$ cat src/rtl/stopwatch_lap_buffer.sv
// Millisecond stopwatch (up to 59:59.999) with a circular lap memory and a lap review mode.
// Commands are single-cycle pulses; reset_p and clear both return the block to IDLE.
module stopwatch_lap_buffer #(
  parameter int unsigned CLKS_PER_MS = 100000,
  parameter int unsigned LAP_DEPTH   = 8,
  localparam int unsigned IW         = $clog2(LAP_DEPTH + 1)
) (
  input  logic          clk,
  input  logic          reset_p,
  input  logic          start_stop,
  input  logic          lap,
  input  logic          clear,
  output logic [1:0]    state,
  output logic [27:0]   time_bcd,
  output logic [27:0]   view_bcd,
  output logic [IW-1:0] view_idx,
  output logic [IW-1:0] lap_count,
  output logic          lap_full,
  output logic          lap_ovf,
  output logic          time_ovf,
  output logic          ms_tick,
  output logic [15:0]   disp_value
);

  localparam int unsigned PW = $clog2(CLKS_PER_MS);
  localparam int unsigned AW = $clog2(LAP_DEPTH);

  localparam logic [PW-1:0] PresMax  = PW'(CLKS_PER_MS - 1);
  localparam logic [IW-1:0] DepthCnt = IW'(LAP_DEPTH);
  localparam logic [AW-1:0] PtrMax   = AW'(LAP_DEPTH - 1);
  localparam logic [AW:0]   DepthSum = (AW + 1)'(LAP_DEPTH);

  typedef enum logic [1:0] {
    StIdle   = 2'd0,
    StRun    = 2'd1,
    StPaused = 2'd2,
    StView   = 2'd3
  } state_e;

  state_e           state_q, state_d;
  logic [PW-1:0]    presc_q, presc_d;
  logic [27:0]      time_q, time_d;
  logic             time_ovf_q, time_ovf_d;
  logic [AW-1:0]    wr_ptr_q, wr_ptr_d;
  logic [IW-1:0]    lap_count_q, lap_count_d;
  logic             lap_ovf_q, lap_ovf_d;
  logic [IW-1:0]    view_idx_q, view_idx_d;
  logic [27:0]      view_q, view_d;
  logic [27:0]      mem [LAP_DEPTH];
  logic             rec;
  logic             full;
  logic [AW-1:0]    base;
  logic [AW:0]      sum;
  logic [AW-1:0]    phys;

  function automatic logic [3:0] digit_max(input int idx);
    return (idx == 4 || idx == 6) ? 4'd5 : 4'd9;
  endfunction

  assign full = (lap_count_q == DepthCnt);

  // Command FSM; start_stop outranks lap, clear/reset are applied in the state register.
  always_comb begin
    state_d    = state_q;
    view_idx_d = view_idx_q;
    rec        = 1'b0;
    unique case (state_q)
      StIdle: begin
        if (start_stop) state_d = StRun;
      end
      StRun: begin
        if (start_stop) state_d = StPaused;
        else if (lap)   rec = ~(reset_p | clear);
      end
      StPaused: begin
        if (start_stop) begin
          state_d = StRun;
        end else if (lap && lap_count_q != '0) begin
          state_d    = StView;
          view_idx_d = '0;
        end
      end
      StView: begin
        if (start_stop) begin
          state_d    = StPaused;
          view_idx_d = '0;
        end else if (lap) begin
          view_idx_d = (view_idx_q == lap_count_q - IW'(1)) ? '0 : view_idx_q + IW'(1);
        end
      end
    endcase
  end

  assign ms_tick = (state_q == StRun) && (presc_q == PresMax);

  always_comb begin
    presc_d = presc_q;
    if (state_q == StRun) presc_d = ms_tick ? '0 : presc_q + PW'(1);
  end

  // BCD cascade, ms1 upward; carry ripples through all digits in one cycle.
  always_comb begin
    logic carry;
    time_d     = time_q;
    time_ovf_d = time_ovf_q;
    carry      = ms_tick;
    for (int i = 0; i < 7; i++) begin
      if (carry) begin
        if (time_q[4*i +: 4] == digit_max(i)) begin
          time_d[4*i +: 4] = 4'd0;
        end else begin
          time_d[4*i +: 4] = time_q[4*i +: 4] + 4'd1;
          carry            = 1'b0;
        end
      end
    end
    if (carry) time_ovf_d = 1'b1;
  end

  always_comb begin
    wr_ptr_d    = wr_ptr_q;
    lap_count_d = lap_count_q;
    lap_ovf_d   = lap_ovf_q;
    if (rec) begin
      wr_ptr_d = (wr_ptr_q == PtrMax) ? '0 : wr_ptr_q + AW'(1);
      if (full) lap_ovf_d = 1'b1;
      else      lap_count_d = lap_count_q + IW'(1);
    end
  end

  // Once the memory has wrapped, the oldest entry sits at the write pointer.
  assign base = full ? wr_ptr_q : '0;
  assign sum  = (AW + 1)'(base) + (AW + 1)'(view_idx_q);
  assign phys = AW'((sum >= DepthSum) ? sum - DepthSum : sum);

  // Stale memory contents survive clear, so an empty buffer must read as zero.
  assign view_d = (lap_count_q == '0) ? '0 : mem[phys];

  always_ff @(posedge clk) begin
    if (reset_p || clear) begin
      state_q     <= StIdle;
      presc_q     <= '0;
      time_q      <= '0;
      time_ovf_q  <= 1'b0;
      wr_ptr_q    <= '0;
      lap_count_q <= '0;
      lap_ovf_q   <= 1'b0;
      view_idx_q  <= '0;
      view_q      <= '0;
    end else begin
      state_q     <= state_d;
      presc_q     <= presc_d;
      time_q      <= time_d;
      time_ovf_q  <= time_ovf_d;
      wr_ptr_q    <= wr_ptr_d;
      lap_count_q <= lap_count_d;
      lap_ovf_q   <= lap_ovf_d;
      view_idx_q  <= view_idx_d;
      view_q      <= view_d;
    end
  end

  always_ff @(posedge clk) begin
    if (rec) mem[wr_ptr_q] <= time_q;
  end

  assign state      = state_q;
  assign time_bcd   = time_q;
  assign view_bcd   = view_q;
  assign view_idx   = view_idx_q;
  assign lap_count  = lap_count_q;
  assign lap_full   = full;
  assign lap_ovf    = lap_ovf_q;
  assign time_ovf   = time_ovf_q;
  assign disp_value = (state_q == StView) ? view_q[23:8] : time_q[23:8];

endmodule

$ cat config.mk
export PLATFORM = sky130hd
export DESIGN_NAME = stopwatch_lap_buffer
export DESIGN_NICKNAME = d
export VERILOG_FILES = /design/src/rtl/stopwatch_lap_buffer.sv
export SDC_FILE = /design/constraint.sdc
export NUM_CORES = 1
export LEC_CHECK = 0
export BUFFER_PORTS_ARGS = -buffer_cell sky130_fd_sc_hd__buf_2
export CAP_MARGIN = 20
export CORE_AREA = 2 2 253 192
export CTS_CLUSTER_SIZE = 30
export DETAILED_ROUTE_END_ITERATION = 12
export DIE_AREA = 0 0 255 194
export PLACE_DENSITY_LB_ADDON = 0.12
export SETUP_SLACK_MARGIN = 0.5
export SLEW_MARGIN = 5
export SYNTH_ARGS = -nofsm -noshare
export SYNTH_HDL_FRONTEND = slang
export SYNTH_SLANG_ARGS = --single-unit
$ cat constraint.sdc
create_clock -name clk -period 8.7 [get_ports clk]
set_input_delay 0 -clock clk [delete_from_list [all_inputs] [get_ports clk]]
set_output_delay 0 -clock clk [all_outputs]
set_load 0.005 [all_outputs]
==> results by group <==
Run status
  – Outcome: finished, final reports clean

Synthesis
  – Synth Cell Area: 12600 sq um
  – Post-synth EDFFs: 224
  – Register area share after synthesis: 67.6%
  – Syn_area_per_cell: 15.2 sq um
  – Most used DFF post-synth: edfxtp_1
  – Syn_nets: approximately 840
  – Async S/R FF share, synth: 0%
  – Synth cell types: 70
  – Synth warn: 0
  – #FFs+latches synth: 312
  – Post-Synthesis Cells: 824

Critical path
  – RR Endpoint: view_bcd[24]
  – CP startpoint kind: flop
  – CP endpoint kind: flop
  – Reg2reg start: lap_count[0]
  – Crit path DAT: around 4.7 ns
  – CP Max Fanout: 49
  – Crit path kind: reg2reg
  – Critical Path RT: 9.17 ns
  – Setup slack, reg-to-reg: 4.47 ns
  – Slowest Stage Delay on Critical Path: approximately 0.67 ns
  – Worst R2R Path Depth: 13
  – Slowest cell on crit path: buf_4
  – Critical-path cell list: inv_1 > ha_1 > and3b_1 > and2_1 > ha_1 > fa_2 > xor2_1 > xnor2_2 > buf_4 > buf_4 > mux2i_1 > a221oi_1 > o21a_1

Drt
  – DRT iter0 DRCs: 524
  – DR pass1 iterations: 4
  – Final wirelength: 31600 um
  – DR WL/cell: ~20 um
  – Vias: 7237
  – DRC Markers: 0
  – Via/cell ratio: 4.53
  – DRT antenna net count: 0

Placed design
  – Detailed Place HPWL: 18000 um
  – Port Buffers: 90
  – Placed Cells: 1526
  – RePlAce Congestion: 0.682

STA
  – Minimum clock period: roughly 4.2 ns
  – Final TNS setup: 0 ns
  – Setup Viol. Count Final: 0
  – Relative max-transition margin: 40.0%
  – Fin crit share: 48.7%
  – Worst Skew: 0.0148 ns
  – Worst-Margin Slew: roughly 0.89 ns
  – Final hold vios: 0
  – Fin. max-slew vios: 0
  – Peak Freq: 0.236 GHz
  – RSZ-0062 raised after global routing: no
  – Hold_ws: 0.376 ns

Hold path
  – Worst hold-check path type: in2reg
  – Worst Hold Depth: 4
  – Worst Hold Path EP: time_bcd[2]
  – Hold wc startpoint: clear

Floorplanning
  – # IOs: 91
  – Die area: 49500 sq um
  – Core Box Area: 47100 sq um
  – Chip Width: 255 um
  – Initial Utilization: 26.7%
  – Die height: 194 um
  – Rows: 69

Layout
  – Share of layout cells above drive strength 1: 25.2%
  – Post-layout util: 32.0%
  – Fin cells: between 1500 and 2000
  – Diode count: 0
  – Layout area overhead: 19.7%
  – Fin nets: approximately 950

GRT
  – Vias in the first global route: 7530
  – Overflow after GRT: 0
  – Pin count of the biggest net entering global routing: 50
  – First-pass GRT wire length: 48600 um
  – Initial antenna violation count: 0
  – Total GRT Usage: 13.1%

CTS
  – Post_cts resized: 0
  – CTS Buffer Depth: 3
  – CTS root buffer: clkbuf_16
  – Post-CTS setup buffers: 0
  – CTS tree: built
  – CTS clk-pin slew, worst paths: 0.06 ns
  – H-tree levels: 2
  – Clk_lat worst skew: 0.52 ns
  – Cts bufs inserted: 36
  – Clock sinks: around 310

Power
  – Leak pwr: between 4 and 5 nW
  – Switching power share of the total: 19.9%
  – PwrDens: just over 200 nW/um^2
  – Seq pwr share: around 52%
  – PnR Total Power: 3.04 mW
  – Internal power: 2.44 mW
  – Clock network power share: between 40% and 50%
  – Combinational Power Share: 0.6%
  – Worst VDD drop: 130 uV
  – Switching Power: 606 uW

Job
  – Max-cap viol count: 0
==> layout make-up <==
type | count | area (sq um)
Timing Repair Buffer | 114 | 686
Sequential cell | 312 | 8490
Clock buffer | 48 | 987
Multi-Input combinational cell | 455 | 3890
Fill cell | 4628 | 32000
Clock inverter | 16 | 141
Tap cell | 639 | 800
Inverter | 13 | 48.8
==> cells in the mapped netlist (3+ instances only) <==
| library cell | count | area (sq um) |
|---|---|---|
| o21a_1 | 28 | 210 |
| nand2b_1 | 6 | 37.5 |
| edfxtp_1 | 224 | 6730 |
| mux4_2 | 28 | 631 |
| a221oi_1 | 28 | 245 |
| nor2_1 | 45 | 169 |
| nand4_1 | 9 | 56.3 |
| and2_1 | 5 | 31.3 |
| o21ai_0 | 7 | 35.0 |
| nand4b_1 | 5 | 43.8 |
| nand3_1 | 21 | 105 |
| a21oi_1 | 23 | 115 |
| inv_1 | 13 | 48.8 |
| and4_1 | 3 | 26.3 |
| nand2_1 | 40 | 150 |
| nor4_1 | 3 | 18.8 |
| mux2_2 | 16 | 180 |
| ha_1 | 8 | 100 |
| nor3_1 | 13 | 65.1 |
| a31o_2 | 3 | 26.3 |
| mux2i_1 | 64 | 641 |
| a21o_1 | 4 | 30.0 |
| nor3b_1 | 4 | 30.0 |
| clkbuf_1 | 25 | 93.8 |
| nand3b_1 | 5 | 37.5 |
| xnor2_1 | 17 | 149 |
| buf_1 | 6 | 22.5 |
| buf_4 | 4 | 30.0 |
| dfxtp_1 | 88 | 1760 |
| nor2b_1 | 8 | 50.1 |
| a31oi_1 | 4 | 25.0 |
| buf_2 | 6 | 30.0 |
| xor2_1 | 11 | 96.3 |
==> stage by stage <==
step / instance area, sq um / setup WS [ns]
6_report: 15000 / 4.47
2_1_floorplan: 12600 / 4.21
5_1_grt: 15000 / 4.07
3_3_place_gp: 13800 / 4.48
3_5_place_dp: 13800 / 4.42
4_1_cts: 15000 / 4.39
==> flip-flops by register name, indices dropped and copies added (netlist names) <==
register / cells
wr_ptr_q: 3
lap_count: 4
lap_ovf: 1
view_idx: 4
mem: 224
presc_q: 17
time_ovf: 1
state: 2
time_bcd: 28
view_bcd: 28
==> per-layer routing <==
layer,global-route usage [%],vias to the layer above,wire [um]
li1,-,3412,-
met1,19.7,3640,15900
met2,19.4,139,13600
met3,2.43,46,1540
met4,3.10,0,547
met5,0,-,0
==> how the worst max path moves through the flow <==
stage | startpoint | end
final | lap_count[0] | view_bcd[24]
after CTS | lap_count[0] | view_bcd[24]
after global routing | lap_count[0] | view_bcd[24]
after detailed placement | lap_count[0] | view_bcd[24]
after global placement | lap_count[0] | view_bcd[14]
after floorplan | state[1] | mem[0][0]
==> layout by cell type, fill, tap and decap left out, types with 23 or more instances in the layout <==
cell       instances
o21a_1            28
buf_2             90
dfxtp_1           88
mux4_2            28
a221oi_1          28
nand2_1           39
clkbuf_16         37
nor2_1            42
a21oi_1           23
mux2i_1           64
edfxtp_1         224
==> worst max-delay path: cells and delay by family (launching register included) <==
kind / cells / cell delay (ns)
buffers and inverters: 3 / 1.43
muxes: 1 / 0.16
AOI/OAI and AO/OA: 2 / 0.52
adders and majority gates: 3 / 0.74
and+or+nand+nor: 2 / 0.43
xor gates and xnor gates: 2 / 0.37
DFF: 1 / 0.46
==> cells by family after synthesis <==
| logic type | after synthesis | synth area share, % |
|---|---|---|
| DFF | 312 | 67.6 |
| and+or+nand+nor | 197 | 9.33 |
| AOI/OAI and AO/OA | 112 | 6.48 |
| muxes | 108 | 11.6 |
| buffers and inverters | 57 | 1.96 |
| xor gates and xnor gates | 29 | 2.14 |
| adders and majority gates | 9 | 0.956 |
==> power by group through the flow <==
stage,Sequential (mW),Clock (mW),Combinational (mW)
finish,1.57,1.45,0.0168
global route,1.57,1.57,0.0186
CTS,1.57,1.51,0.0172
detailed placement,1.61,0,0.0152
global placement,1.61,0,0.0151
floorplan,1.61,0,0.00944
==> what timing repair did <==
item,4_1_cts,5_1_grt
endpoints found under the hold margin,10,0
setup endpoints to repair,0,0
hold buffers,6,0
Power figures use the tool's default switching activity.
